[config.mk]
export PLATFORM = sky130hd
export DESIGN_NAME = alu_operand_fetch
export DESIGN_NICKNAME = d
export VERILOG_FILES = /design/src/rtl/alu_operand_fetch.sv
export SDC_FILE = /design/constraint.sdc
export NUM_CORES = 2
export LEC_CHECK = 0
export BUFFER_PORTS_ARGS = -buffer_cell sky130_fd_sc_hd__buf_4
export CAP_MARGIN = 20
export CORE_MARGIN = 4
export CORE_UTILIZATION = 35
export CTS_CLUSTER_DIAMETER = 100
export DETAILED_ROUTE_END_ITERATION = 10
export HOLD_SLACK_MARGIN = 0.06
export PLACE_DENSITY = 0.59
export SKIP_LAST_GASP = 1
export SYNTH_ARGS = -nofsm -noshare
export SYNTH_HDL_FRONTEND = slang
export SYNTH_SLANG_ARGS = --single-unit
export TNS_END_PERCENT = 10
[constraint.sdc]
create_clock -name clk -period 3.55 [get_ports clk]
set_input_delay 0.5325 -clock clk [delete_from_list [all_inputs] [get_ports clk]]
set_output_delay 0.5325 -clock clk [all_outputs]
set_load 0.02 [all_outputs]
[src/rtl/alu_operand_fetch.sv]
// Operand fetch / issue stage feeding the ALU: GPR read with writeback bypass,
// pending-write scoreboard for RAW/WAW blocking, one registered valid/ready output stage.
module alu_operand_fetch #(
    parameter int                DATA_W    = 32,
    parameter logic [DATA_W-1:0] RESET_GPR = '0
) (
    input  logic              clk,
    input  logic              rst,
    input  logic              in_valid,
    output logic              in_ready,
    input  logic [31:0]       in_instr,
    input  logic              wb_en,
    input  logic [4:0]        wb_addr,
    input  logic [DATA_W-1:0] wb_data,
    output logic              out_valid,
    input  logic              out_ready,
    output logic [31:0]       out_instr,
    output logic [DATA_W-1:0] out_reg_a,
    output logic [DATA_W-1:0] out_reg_b,
    output logic [31:0]       pend_mask
);

    // Returns {has_dest, dest_index}; a destination of GPR0 is treated as none.
    function automatic logic [5:0] dest_of(input logic [31:0] instr);
        logic [5:0] op;
        logic [5:0] fn;
        logic       has;
        logic [4:0] d;
        op  = instr[31:26];
        fn  = instr[5:0];
        has = 1'b0;
        d   = instr[15:11];
        if (op == 6'h00) begin
            has = fn inside {[6'h20:6'h27], 6'h2A, 6'h2B, 6'h00, 6'h02,
                             6'h03, 6'h04, 6'h06, 6'h07};
        end else if (op inside {6'h08, 6'h09, 6'h0A, 6'h0B, 6'h23}) begin
            has = 1'b1;
            d   = instr[20:16];
        end
        if (d == 5'd0) has = 1'b0;
        return {has, d};
    endfunction

    logic [DATA_W-1:0] gpr [32];
    logic [31:0]       pend;
    logic [31:0]       pend_eff;
    logic [31:0]       pend_nxt;
    logic [31:0]       wb_clr;

    logic              vld_p1;
    logic [31:0]       instr_p1;
    logic [DATA_W-1:0] reg_a_p1;
    logic [DATA_W-1:0] reg_b_p1;

    logic [4:0]        rs_p0;
    logic [4:0]        rt_p0;
    logic [5:0]        dst_p0;
    logic              hz_p0;
    logic              accept_p0;
    logic [DATA_W-1:0] reg_a_p0;
    logic [DATA_W-1:0] reg_b_p0;

    assign rs_p0  = in_instr[25:21];
    assign rt_p0  = in_instr[20:16];
    assign dst_p0 = dest_of(in_instr);

    // A pending bit being retired by this cycle's writeback no longer blocks.
    assign wb_clr   = wb_en ? (32'd1 << wb_addr) : 32'd0;
    assign pend_eff = pend & ~wb_clr & 32'hFFFF_FFFE;

    assign hz_p0     = pend_eff[rs_p0] | pend_eff[rt_p0] | (dst_p0[5] & pend_eff[dst_p0[4:0]]);
    assign in_ready  = !rst && !hz_p0 && (!vld_p1 || out_ready);
    assign accept_p0 = in_valid && in_ready;

    always_comb begin
        reg_a_p0 = gpr[rs_p0];
        if (wb_en && wb_addr == rs_p0) reg_a_p0 = wb_data;
        if (rs_p0 == 5'd0) reg_a_p0 = '0;
        reg_b_p0 = gpr[rt_p0];
        if (wb_en && wb_addr == rt_p0) reg_b_p0 = wb_data;
        if (rt_p0 == 5'd0) reg_b_p0 = '0;
    end

    // Set after clear so an issue to the same index as this cycle's writeback stays pending.
    always_comb begin
        pend_nxt = pend & ~wb_clr;
        if (accept_p0 && dst_p0[5]) pend_nxt[dst_p0[4:0]] = 1'b1;
        pend_nxt[0] = 1'b0;
    end

    // ---- p0 -> p1: issue register and architectural state ----
    always_ff @(posedge clk) begin
        if (rst) begin
            vld_p1   <= 1'b0;
            instr_p1 <= '0;
            reg_a_p1 <= '0;
            reg_b_p1 <= '0;
            pend     <= '0;
            for (int i = 0; i < 32; i++) gpr[i] <= RESET_GPR;
        end else begin
            if (accept_p0) begin
                vld_p1   <= 1'b1;
                instr_p1 <= in_instr;
                reg_a_p1 <= reg_a_p0;
                reg_b_p1 <= reg_b_p0;
            end else if (out_ready) begin
                vld_p1 <= 1'b0;
            end
            pend <= pend_nxt;
            if (wb_en && wb_addr != 5'd0) gpr[wb_addr] <= wb_data;
        end
    end

    assign out_valid = vld_p1;
    assign out_instr = instr_p1;
    assign out_reg_a = reg_a_p1;
    assign out_reg_b = reg_b_p1;
    assign pend_mask = pend;

endmodule

==> impl_metrics.env <==
export IMPL_outcome="finished with violations"
export IMPL_violations="negative setup slack"
export IMPL_rsz0062_at_grt="yes"
export IMPL_cp_arrival_ns=3.05
export IMPL_io_buffers=202
export IMPL_final_core_util_pct=41.1
export IMPL_worstPathMaxFanout=10
export IMPL_crit_start="wb_addr[2]"
export IMPL_post_drt_wl_per_cell_um=31.8
export IMPL_grt_usage_pct=23.3
export IMPL_drt_total_wl_um=214000
export IMPL_overflow=0
export IMPL_yosysTopAreaCell="edfxtp_1"
export IMPL_final_cell_mix="edfxtp_1, and2_1, mux4_2"
export IMPL_synthArstFlopShare_pct=0
export IMPL_hold_class="in2reg"
export IMPL_cts_buffer_depth=3
export IMPL_clk_pin_slew_worst_paths_ns=0.06
export IMPL_irDropWorstVdd_mv=0.387
export IMPL_detail_route_antenna_nets=0
export IMPL_layout_commonest_cell="edfxtp_1"
export IMPL_powerDensity_nw_per_um2=460
export IMPL_crit_type="in2out"
export IMPL_grt_max_degree=130
export IMPL_hold_start="in_instr[12]"
export IMPL_layout_setup_ws_ns=-0.0344
export IMPL_dieArea_sq_um=182000
export IMPL_syn_to_final_growth_pct=16.5
export IMPL_setup_viol=1
export IMPL_yosysWarnings=0
export IMPL_cap_violations=0
export IMPL_critPathCaptureType="output port"
export IMPL_p_int_uw=24500
export IMPL_gp_congestion=0.949
export IMPL_clkLatencyLatePin_ns=0.76
export IMPL_clock_skew_ns=0.0363
export IMPL_worstSetupStartpointType="primary input"
export IMPL_h_tree_depth=3
export IMPL_leakage_uw=0.0249
export IMPL_synth_flop_cell="edfxtp_1"
export IMPL_switching_share_pct=25.4
export IMPL_report_final_hold_viol_count=0
export IMPL_placed_area_sq_um=67400
export IMPL_grt_pass1_wl_um=302000
export IMPL_cts_tree="built"
export IMPL_slew_viol_final=0
export IMPL_fin_area_sq_um=71500
export IMPL_die_w_um=427
export IMPL_antenna_found_initial=28
export IMPL_synth_top_area_share_pct=50.1
export IMPL_fin_tns_setup_ns=-0.0344
export IMPL_comb_power_share_pct=13.4
export IMPL_ys_ff_latch=1152
export IMPL_synthTopCellsByArea="edfxtp_1, mux4_2, and2_1, dfxtp_1, mux2i_1"
export IMPL_core_sq_um=174000
export IMPL_grt_pass1_vias=39400
export IMPL_drive_above_1_share_pct=32.6
export IMPL_relSlewSlack_pct=29.1
export IMPL_dp_hpwl_um=126000
export IMPL_r2r_start="pend_mask[24]"
export IMPL_viasPerCell=5.81
export IMPL_synth_edf_count=1024
export IMPL_io_pins=204
export IMPL_min_period_ns=3.58
export IMPL_syn_area_per_cell_sq_um=15.1
export IMPL_fp_row_count=153
export IMPL_vias=39100
export IMPL_layout_nets=4359
export IMPL_initial_core_util_pct=35.2
export IMPL_die_h_um=427
export IMPL_period_share_pct=101
export IMPL_cts_sinks=1152
export IMPL_worstMarginPinSlew_ns=1.06
export IMPL_synth_distinct_cells=77
export IMPL_root_buffer="clkbuf_16"
export IMPL_p_switching_uw=8350
export IMPL_synth_seq_area_share_pct=54.3
export IMPL_first_pass_iters=6
export IMPL_p_clk_share_pct=38.5
export IMPL_drc=0
export IMPL_seqPwrFrac_pct=48.1
export IMPL_dr_first_iter_drc_count=5804
export IMPL_cts_buffers=121
export IMPL_syn_inst=4062
export IMPL_syn_area_sq_um=61400
export IMPL_worstPathRequired_ns=3.02
export IMPL_fmax_mhz=279
[power groups by stage]
| stage | clock network [uW] | registers [uW] | logic [uW] |
|---|---|---|---|
| global route | 13400 | 15900 | 4600 |
| floorplan | 0 | 16100 | 2600 |
| detailed placement | 0 | 16100 | 4370 |
| finish | 12700 | 15800 | 4410 |
| global placement | 0 | 16100 | 4360 |
| CTS | 12800 | 15800 | 4400 |
[critical path, stage by stage]
cell,delay [ns]
buf_4,0.15
or4b_4,0.57
buf_4,0.16
o211ai_1,0.18
a211oi_1,0.12
a311oi_2,0.27
a22oi_1,0.12
o221ai_1,0.21
buf_4,0.16
and4bb_2,0.26
o31a_1,0.16
buf_4,0.16
[Yosys cell counts, drive strengths merged, types with 4 or more instances]
library cell and number:
o41ai 9, o2111ai 4, o22ai 27, or4b 9, edfxtp 1024, a21boi 5
o211ai 79, or2 29, nor3 12, xor2 8, clkbuf 347, mux2i 143
nor2b 4, a21oi 47, mux4 645, o21a 6, nand2 107, dfxtp 128
nand3 45, nand2b 76, nor4 6, and2 993, nor2 47, buf 92
inv 11, nand4bb 4, nand3b 7, o21ai 62, o211a 4, mux2 6
or3 18
[per-stage QoR]
| step | cells | power (uW) | setup slack [ns] | hold WS (ns) |
|---|---|---|---|---|
| floorplan | 4094 | 18700 | 0.0118 | 0.550 |
| global placement | 6466 | 20400 | -0.173 | 0.461 |
| detailed placement | 6466 | 20500 | -0.115 | 0.468 |
| CTS | 6715 | 33100 | 0.00512 | 0.0604 |
| global route | 6719 | 33900 | -0.119 | 0.0928 |
| finish | 6723 | 32900 | -0.0344 | 0.113 |
[routing by layer]
| layer | up-vias | global-route usage [%] | wire length [um] |
|---|---|---|---|
| li1 | 16100 | - | - |
| met1 | 20300 | 32.1 | 83500 |
| met2 | 2277 | 37.0 | 100000 |
| met3 | 396 | 4.49 | 21900 |
| met4 | 2 | 8.34 | 8290 |
| met5 | - | 0 | 7 |
[kinds of logic (layout without fill, tap and decap cells)]
kind of cell / Yosys count / in the layout / synth area share, %
buffers and inverters: 453 / 749 / 2.91
AO/OA/AOI/OAI: 277 / 277 / 3.08
other: 1 / 41 / 0.00611
multiplexers: 794 / 794 / 26.1
flip-flops: 1152 / 1152 / 54.3
XOR/XNOR: 10 / 10 / 0.143
AND/OR/NAND/NOR: 1375 / 1375 / 13.5
[sequential cells by signal, indices dropped and copies added (netlist names)]
name,cells
gpr,1024
out_instr,32
out_reg_a,32
out_reg_b,32
pend_mask,31
out_valid,1
[area by class of cell]
| class | instances | area [sq um] |
|---|---|---|
| antenna | 8 | 20.0 |
| clock buffer | 161 | 3310 |
| clock inverter | 67 | 556 |
| fill | 15800 | 103000 |
| inverter | 14 | 62.6 |
| multi-input combinational | 2489 | 26800 |
| sequential | 1152 | 33300 |
| tap | 2325 | 2910 |
| timing repair buffer | 507 | 4560 |
[repair_timing]
item	4_1_cts	5_1_grt
pin swaps	6	1
buffers inserted	4	0
hold endpoints to repair	18	0
endpoints found under the setup margin	1	1
resized for setup	24	5
hold buffers	18	0
[worst paths after layout]
path,to,slack (ns),cells after the start
worst max register to register,out_reg_a[8],0.59,12
worst max-delay path,in_ready,-0.03,12
worst min register to register,out_reg_a[15],0.48,2
worst min-delay path,out_instr[12],0.11,3
No activity file was read; power rests on OpenSTA's default activity.
